**src/rtl/alu_pkg.sv**
```systemverilog
// alu_pkg: shared op encodings, FSM states and flag bit positions for alu_sequencer
package alu_pkg;
    typedef enum logic [1:0] {OP_ADD, OP_SUB, OP_NEG, OP_ABS} op_t;
    typedef enum logic [1:0] {S_IDLE, S_CONV, S_EXEC, S_DONE} state_t;
    localparam int FLAG_Z = 0;
    localparam int FLAG_N = 1;
    localparam int FLAG_V = 2;
    localparam int FLAG_C = 3;
endpackage

```
**src/rtl/alu_sequencer_comp2.sv**
```systemverilog
// MOD_Conversor_Comp2: combinational two's complement negation
module MOD_Conversor_Comp2 #(
    parameter int W = 6
) (
    input  logic [W-1:0] A,
    output logic [W-1:0] A_convertido
);
    assign A_convertido = ~A + W'(1);
endmodule

```
**src/rtl/alu_sequencer.sv**
```systemverilog
// alu_sequencer: multi-cycle ADD/SUB/NEG/ABS unit (IDLE->CONV->EXEC->DONE) with a start/ack handshake
module alu_sequencer
    import alu_pkg::*;
#(
    parameter int W = 6
) (
    input  logic         clk,
    input  logic         rst_n,
    input  logic         start,
    input  logic [1:0]   op,
    input  logic [W-1:0] A,
    input  logic [W-1:0] B,
    input  logic         ack,
    output logic         busy,
    output logic         done,
    output logic [W-1:0] result,
    output logic [3:0]   flags
);
    state_t       r_state, w_next;
    op_t          r_op;
    logic [W-1:0] r_a, r_b, r_conv, r_result;
    logic [3:0]   r_flags;
    logic [W-1:0] w_comp_in, w_comp, w_res;
    logic [W:0]   w_sum;
    logic [3:0]   w_flags;

    always_ff @(posedge clk or negedge rst_n) begin
        if (!rst_n) r_state <= S_IDLE;
        else        r_state <= w_next;
    end

    always_comb begin
        w_next = r_state;
        case (r_state)
            S_IDLE:  w_next = start ? S_CONV : S_IDLE;
            S_CONV:  w_next = S_EXEC;
            S_EXEC:  w_next = S_DONE;
            default: w_next = ack ? S_IDLE : S_DONE;
        endcase
    end

    // Only SUB negates B; NEG and ABS negate A
    assign w_comp_in = (r_op == OP_SUB) ? r_b : r_a;

    MOD_Conversor_Comp2 #(.W(W)) u_comp (
        .A            (w_comp_in),
        .A_convertido (w_comp)
    );

    assign w_sum = {1'b0, r_a} + {1'b0, r_conv};
    assign w_res = (r_op == OP_NEG || (r_op == OP_ABS && r_a[W-1])) ? r_conv :
                   (r_op == OP_ABS) ? r_a : w_sum[W-1:0];

    // SUB carry uses a direct compare so B=0 still reports no-borrow
    always_comb begin
        w_flags = '0;
        w_flags[FLAG_Z] = (w_res == '0);
        w_flags[FLAG_N] = w_res[W-1];
        w_flags[FLAG_V] = (r_op == OP_ADD) ? (r_a[W-1] == r_b[W-1]) && (w_res[W-1] != r_a[W-1]) :
                          (r_op == OP_SUB) ? (r_a[W-1] != r_b[W-1]) && (w_res[W-1] != r_a[W-1]) :
                          (r_a == {1'b1, {(W-1){1'b0}}});
        w_flags[FLAG_C] = (r_op == OP_ADD) ? w_sum[W] : (r_op == OP_SUB) && (r_a >= r_b);
    end

    always_ff @(posedge clk or negedge rst_n) begin
        if (!rst_n) begin
            r_op     <= OP_ADD;
            r_a      <= '0;
            r_b      <= '0;
            r_conv   <= '0;
            r_result <= '0;
            r_flags  <= '0;
        end else begin
            if (r_state == S_IDLE && start) begin
                r_op <= op_t'(op);
                r_a  <= A;
                r_b  <= B;
            end
            if (r_state == S_CONV) r_conv <= (r_op == OP_ADD) ? r_b : w_comp;
            if (r_state == S_EXEC) begin
                r_result <= w_res;
                r_flags  <= w_flags;
            end
        end
    end

    assign busy   = (r_state != S_IDLE);
    assign done   = (r_state == S_DONE);
    assign result = r_result;
    assign flags  = r_flags;
endmodule

```
**config.mk**
```make
export PLATFORM = sky130hd
export DESIGN_NAME = alu_sequencer
export DESIGN_NICKNAME = d
export VERILOG_FILES = /design/src/rtl/alu_pkg.sv /design/src/rtl/alu_sequencer_comp2.sv /design/src/rtl/alu_sequencer.sv
export SDC_FILE = /design/constraint.sdc
export NUM_CORES = 1
export LEC_CHECK = 0
export ABC_AREA = 1
export CORE_MARGIN = 2
export CORE_UTILIZATION = 35
export DETAILED_ROUTE_END_ITERATION = 10
export SETUP_SLACK_MARGIN = 0.5
export SLEW_MARGIN = 20
export SYNTH_ARGS = -nofsm -noshare
export SYNTH_HDL_FRONTEND = slang
export SYNTH_HIERARCHICAL = 1
export SYNTH_SLANG_ARGS = --single-unit
```
**constraint.sdc**
```tcl
create_clock -name clk -period 2.64 [get_ports clk]
set_input_delay 0.66 -clock clk [delete_from_list [all_inputs] [get_ports clk]]
set_output_delay 0.66 -clock clk [all_outputs]
set_load 0.01 [all_outputs]
```
==> key figures <==
STA
  • Final worst-path cycle share: 0.769
  • Fin. Hold Viols: 0
  • FMAX: 493 MHz
  • Tmin final: about 2000 ps
  • Hold_ws: 487 ps
  • Setup TNS: 0 ps
  • Slew headroom: 0.716
  • Setup ws final: slightly above 600 ps
  • Slew @ Worst Pin: around 420 ps
  • Endpoints failing setup: 0
  • Pins Over Slew Limit: 0
  • RSZ-0062 raised after global routing: yes
  • Clock Skew: approximately 5.4 ps

Critical path
  • Crit Reg-Reg Endpoint: r_conv[4]$_DFFE_PN0N_
  • Largest fanout on the critical path: 3
  • RR Startpoint: r_op[1]$_DFFE_PN0P_
  • CP Data Required Time: roughly 2000 ps
  • Setup CP Type: flop to output port
  • Register-to-register setup slack: approximately 600 ps
  • Data arrival time of the worst path: 1370 ps
  • Reg2reg path depth: 9
  • Crit start category: flop
  • Critical path endpoint category: output port
  • Crit path to: done
  • CP Launch Point: r_state[0]$_DFF_PN0_

Clock network
  • Clock buffer depth: 2
  • CTS tree: done
  • Htree depth: 2
  • Root buf cell: clkbuf_8
  • Clock sinks: 31
  • Post-CTS Hold Buffers: 0
  • Num CTS Buffers: 5
  • Clk Latency, worst-skew pair: 290 ps
  • Clock slew seen by the registers of the worst setup and hold paths: 60 ps

Synth
  • Post-synthesis compound-gate area fraction: 0.167
  • Synth cell count leaders: 52 x nand2_1, 33 x inv_1, 31 x dfrtp_1
  • Post-synth top area share: 0.385
  • Syn Area/Cell: slightly below 8 µm²
  • Seq/Total Area, Yosys: 0.385
  • Post-Synth Adder-Cell Area: 0.116
  • Largest family of logic cells by synthesized area: simple AND/OR/NAND/NOR gates
  • EDFF count, synth: 0
  • Share of synthesized registers carrying an async set or reset: 1.00
  • Syn_nets: between 200 and 300
  • Post-synthesis simple-gate area fraction: 0.210
  • Most frequent cell after synthesis: nand2_1
  • Cell taking the most area after synthesis: dfrtp_1
  • Multiplexer area fraction after synthesis: 0.00559
  • Synth area leaders: dfrtp_1 39%, ha_1 11%, nand2_1 9.7%, inv_1 6.2%, a21oi_1 5.5%
  • Count of cell types in the netlist: 34
  • Cells after Synth: 257
  • Post-Synth XOR/XNOR Area: 0.0218
  • Synth warn: 6
  • Synth Flop Type: dfrtp_1
  • Synth Cell Area: between 2000 and 2500 µm²
  • Yosys reg bits: 31

Pwr
  • Worst VDD drop: 0.481 mV
  • Power share of the combinational group: 0.608
  • Switching power total: approximately 0.0016 W
  • Clock share of power: 0.121
  • Sw frac: 0.471
  • Leak: 1.23 nW
  • Internal power: 0.00182 W
  • Flop pwr share: 0.271
  • Pwr/cell area: 1390 nW/µm²

Min path
  • Hold Path Class: flop to flop
  • Hold Path Depth: 2

Run status
  • Status: complete, no violations

Cells and area
  • Non-Filler Instances: 361
  • Design Area, Final: roughly 2500 µm²
  • Area grow syn2layout: 22.9%
  • Fin nets: approximately 320
  • Ant. Diodes: 0
  • Ratio of cells with drive above 1 in the final layout: 0.0900

Global route
  • Largest net degree at the start of global routing: 32
  • GRT Total Usage: 0.165
  • GRT overflow: 0
  • First-pass GRT wire length: around 8100 µm
  • Vias in the first global route: approximately 1.7k
  • Antenna violations before repair: 0

Die
  • Initial core utilization: 0.363
  • Placeable Area: approximately 5500 µm²
  • Die height: 79.8 µm
  • Boundary pin count: 30
  • Die Wd: roughly 80 µm
  • Full die area: 6370 µm²
  • Cell row count: 27

Place
  • Placed cells: roughly 350
  • Placed Instance Area: roughly 2400 µm²
  • Worst slack at placement: approximately 580 ps
  • Routability cong.: 0.901
  • Post-detail-place hpwl: 3660 µm
  • Buffers on Ports: 29

Detailed routing
  • WL per Instance: between 10 and 15 µm
  • Vias after detailed routing: roughly 1.8k
  • Remaining antenna violation count: 0
  • Post-Route WL: between 4000 and 5000 µm
  • Initial DRC count: 90
  • # DRC: 0
  • Pre-antenna DRT Iters: 4
  • Vias per cell: a little under 5

Flow run
  • Number of max-cap violations: 0
logic make-up (layout without fill, tap and decap cells):
group,after synthesis,after routing
AND/OR/NAND/NOR,99,99
AO/OA/AOI/OAI,58,58
buffers and inverters,45,77
flip-flops,31,31
adder cells (fa/ha/maj),18,18
XOR/XNOR,5,5
multiplexers,1,1
layout by cell type (no fill, tap or decap), drive strengths merged, types with 2 or more instances in the layout:
| cell type | instances |
|---|---|
| xor2 | 3 |
| clkdlybuf4s50 | 28 |
| ha | 17 |
| o22ai | 3 |
| a22oi | 2 |
| a31oi | 4 |
| nand3 | 9 |
| nor2 | 28 |
| buf | 3 |
| clkbuf | 8 |
| dfrtp | 31 |
| nand2 | 55 |
| inv | 37 |
| xnor2 | 2 |
| nand4 | 2 |
| o21ai | 22 |
| nand3b | 3 |
| a21oi | 22 |
| o211ai | 2 |
critical path: stages (launching register included):
cell             delay, ps
dfrtp_1                400
ha_1                   220
clkdlybuf4s50_1        480
power by group through the flow:
stage	clock network [W]	logic, W	registers, W
floorplan	0	0.00152	0.000903
global placement	0	0.00205	0.000937
detailed placement	0	0.00207	0.000938
CTS	0.000426	0.00208	0.000933
global route	0.000446	0.00241	0.000969
finish	0.000416	0.00209	0.000934
stage by stage:
| step | total power (W) | util |
|---|---|---|
| global placement | 0.00299 | 0.426 |
| finish | 0.00344 | 0.447 |
| detailed placement | 0.00301 | 0.426 |
| CTS | 0.00344 | 0.446 |
| floorplan | 0.00242 | - |
| global route | 0.00382 | 0.447 |
area by class of cell:
type / instances / area [µm²]
Inverter: 37 / 144
Fill cell: 576 / 3070
Timing Repair Buffer: 32 / 312
Clock buffer: 8 / 100
Sequential cell: 31 / 777
Multi-Input combinational cell: 181 / 1050
Tap cell: 72 / 90.1
how the worst min path moves through the flow:
stage                                     start                    end  slack, ps
after global placement    result[1]$_DFFE_PN0N_  result[1]$_DFFE_PN0N_        470
after CTS                 result[2]$_DFFE_PN0N_  result[2]$_DFFE_PN0N_        490
after floorplan                           rst_n   flags[0]$_DFFE_PN0N_        360
final                     result[2]$_DFFE_PN0N_  result[2]$_DFFE_PN0N_        490
after global routing      result[1]$_DFFE_PN0N_  result[1]$_DFFE_PN0N_        530
after detailed placement  result[1]$_DFFE_PN0N_  result[1]$_DFFE_PN0N_        470
timing repair:
item,CTS,global route
buffers inserted,1,0
setup endpoints to repair,1,7
endpoints found under the hold margin,0,0
gates resized for setup,1,5
flip-flops by register name, summed over array words and instances, names as in the netlist:
signal	flops
r_conv	6
r_state	2
r_b	6
r_a	6
r_op	2
result	5
flags	4
metal layers:
metal  vias up  global-route usage  wire length, µm
met5         -                   0                0
met4         0              0.0492               63
met3         6              0.0373              189
met2        35               0.279             2220
met1       816               0.211             2230
li1        899                   -                -
No activity file was read; power rests on OpenSTA's default activity.
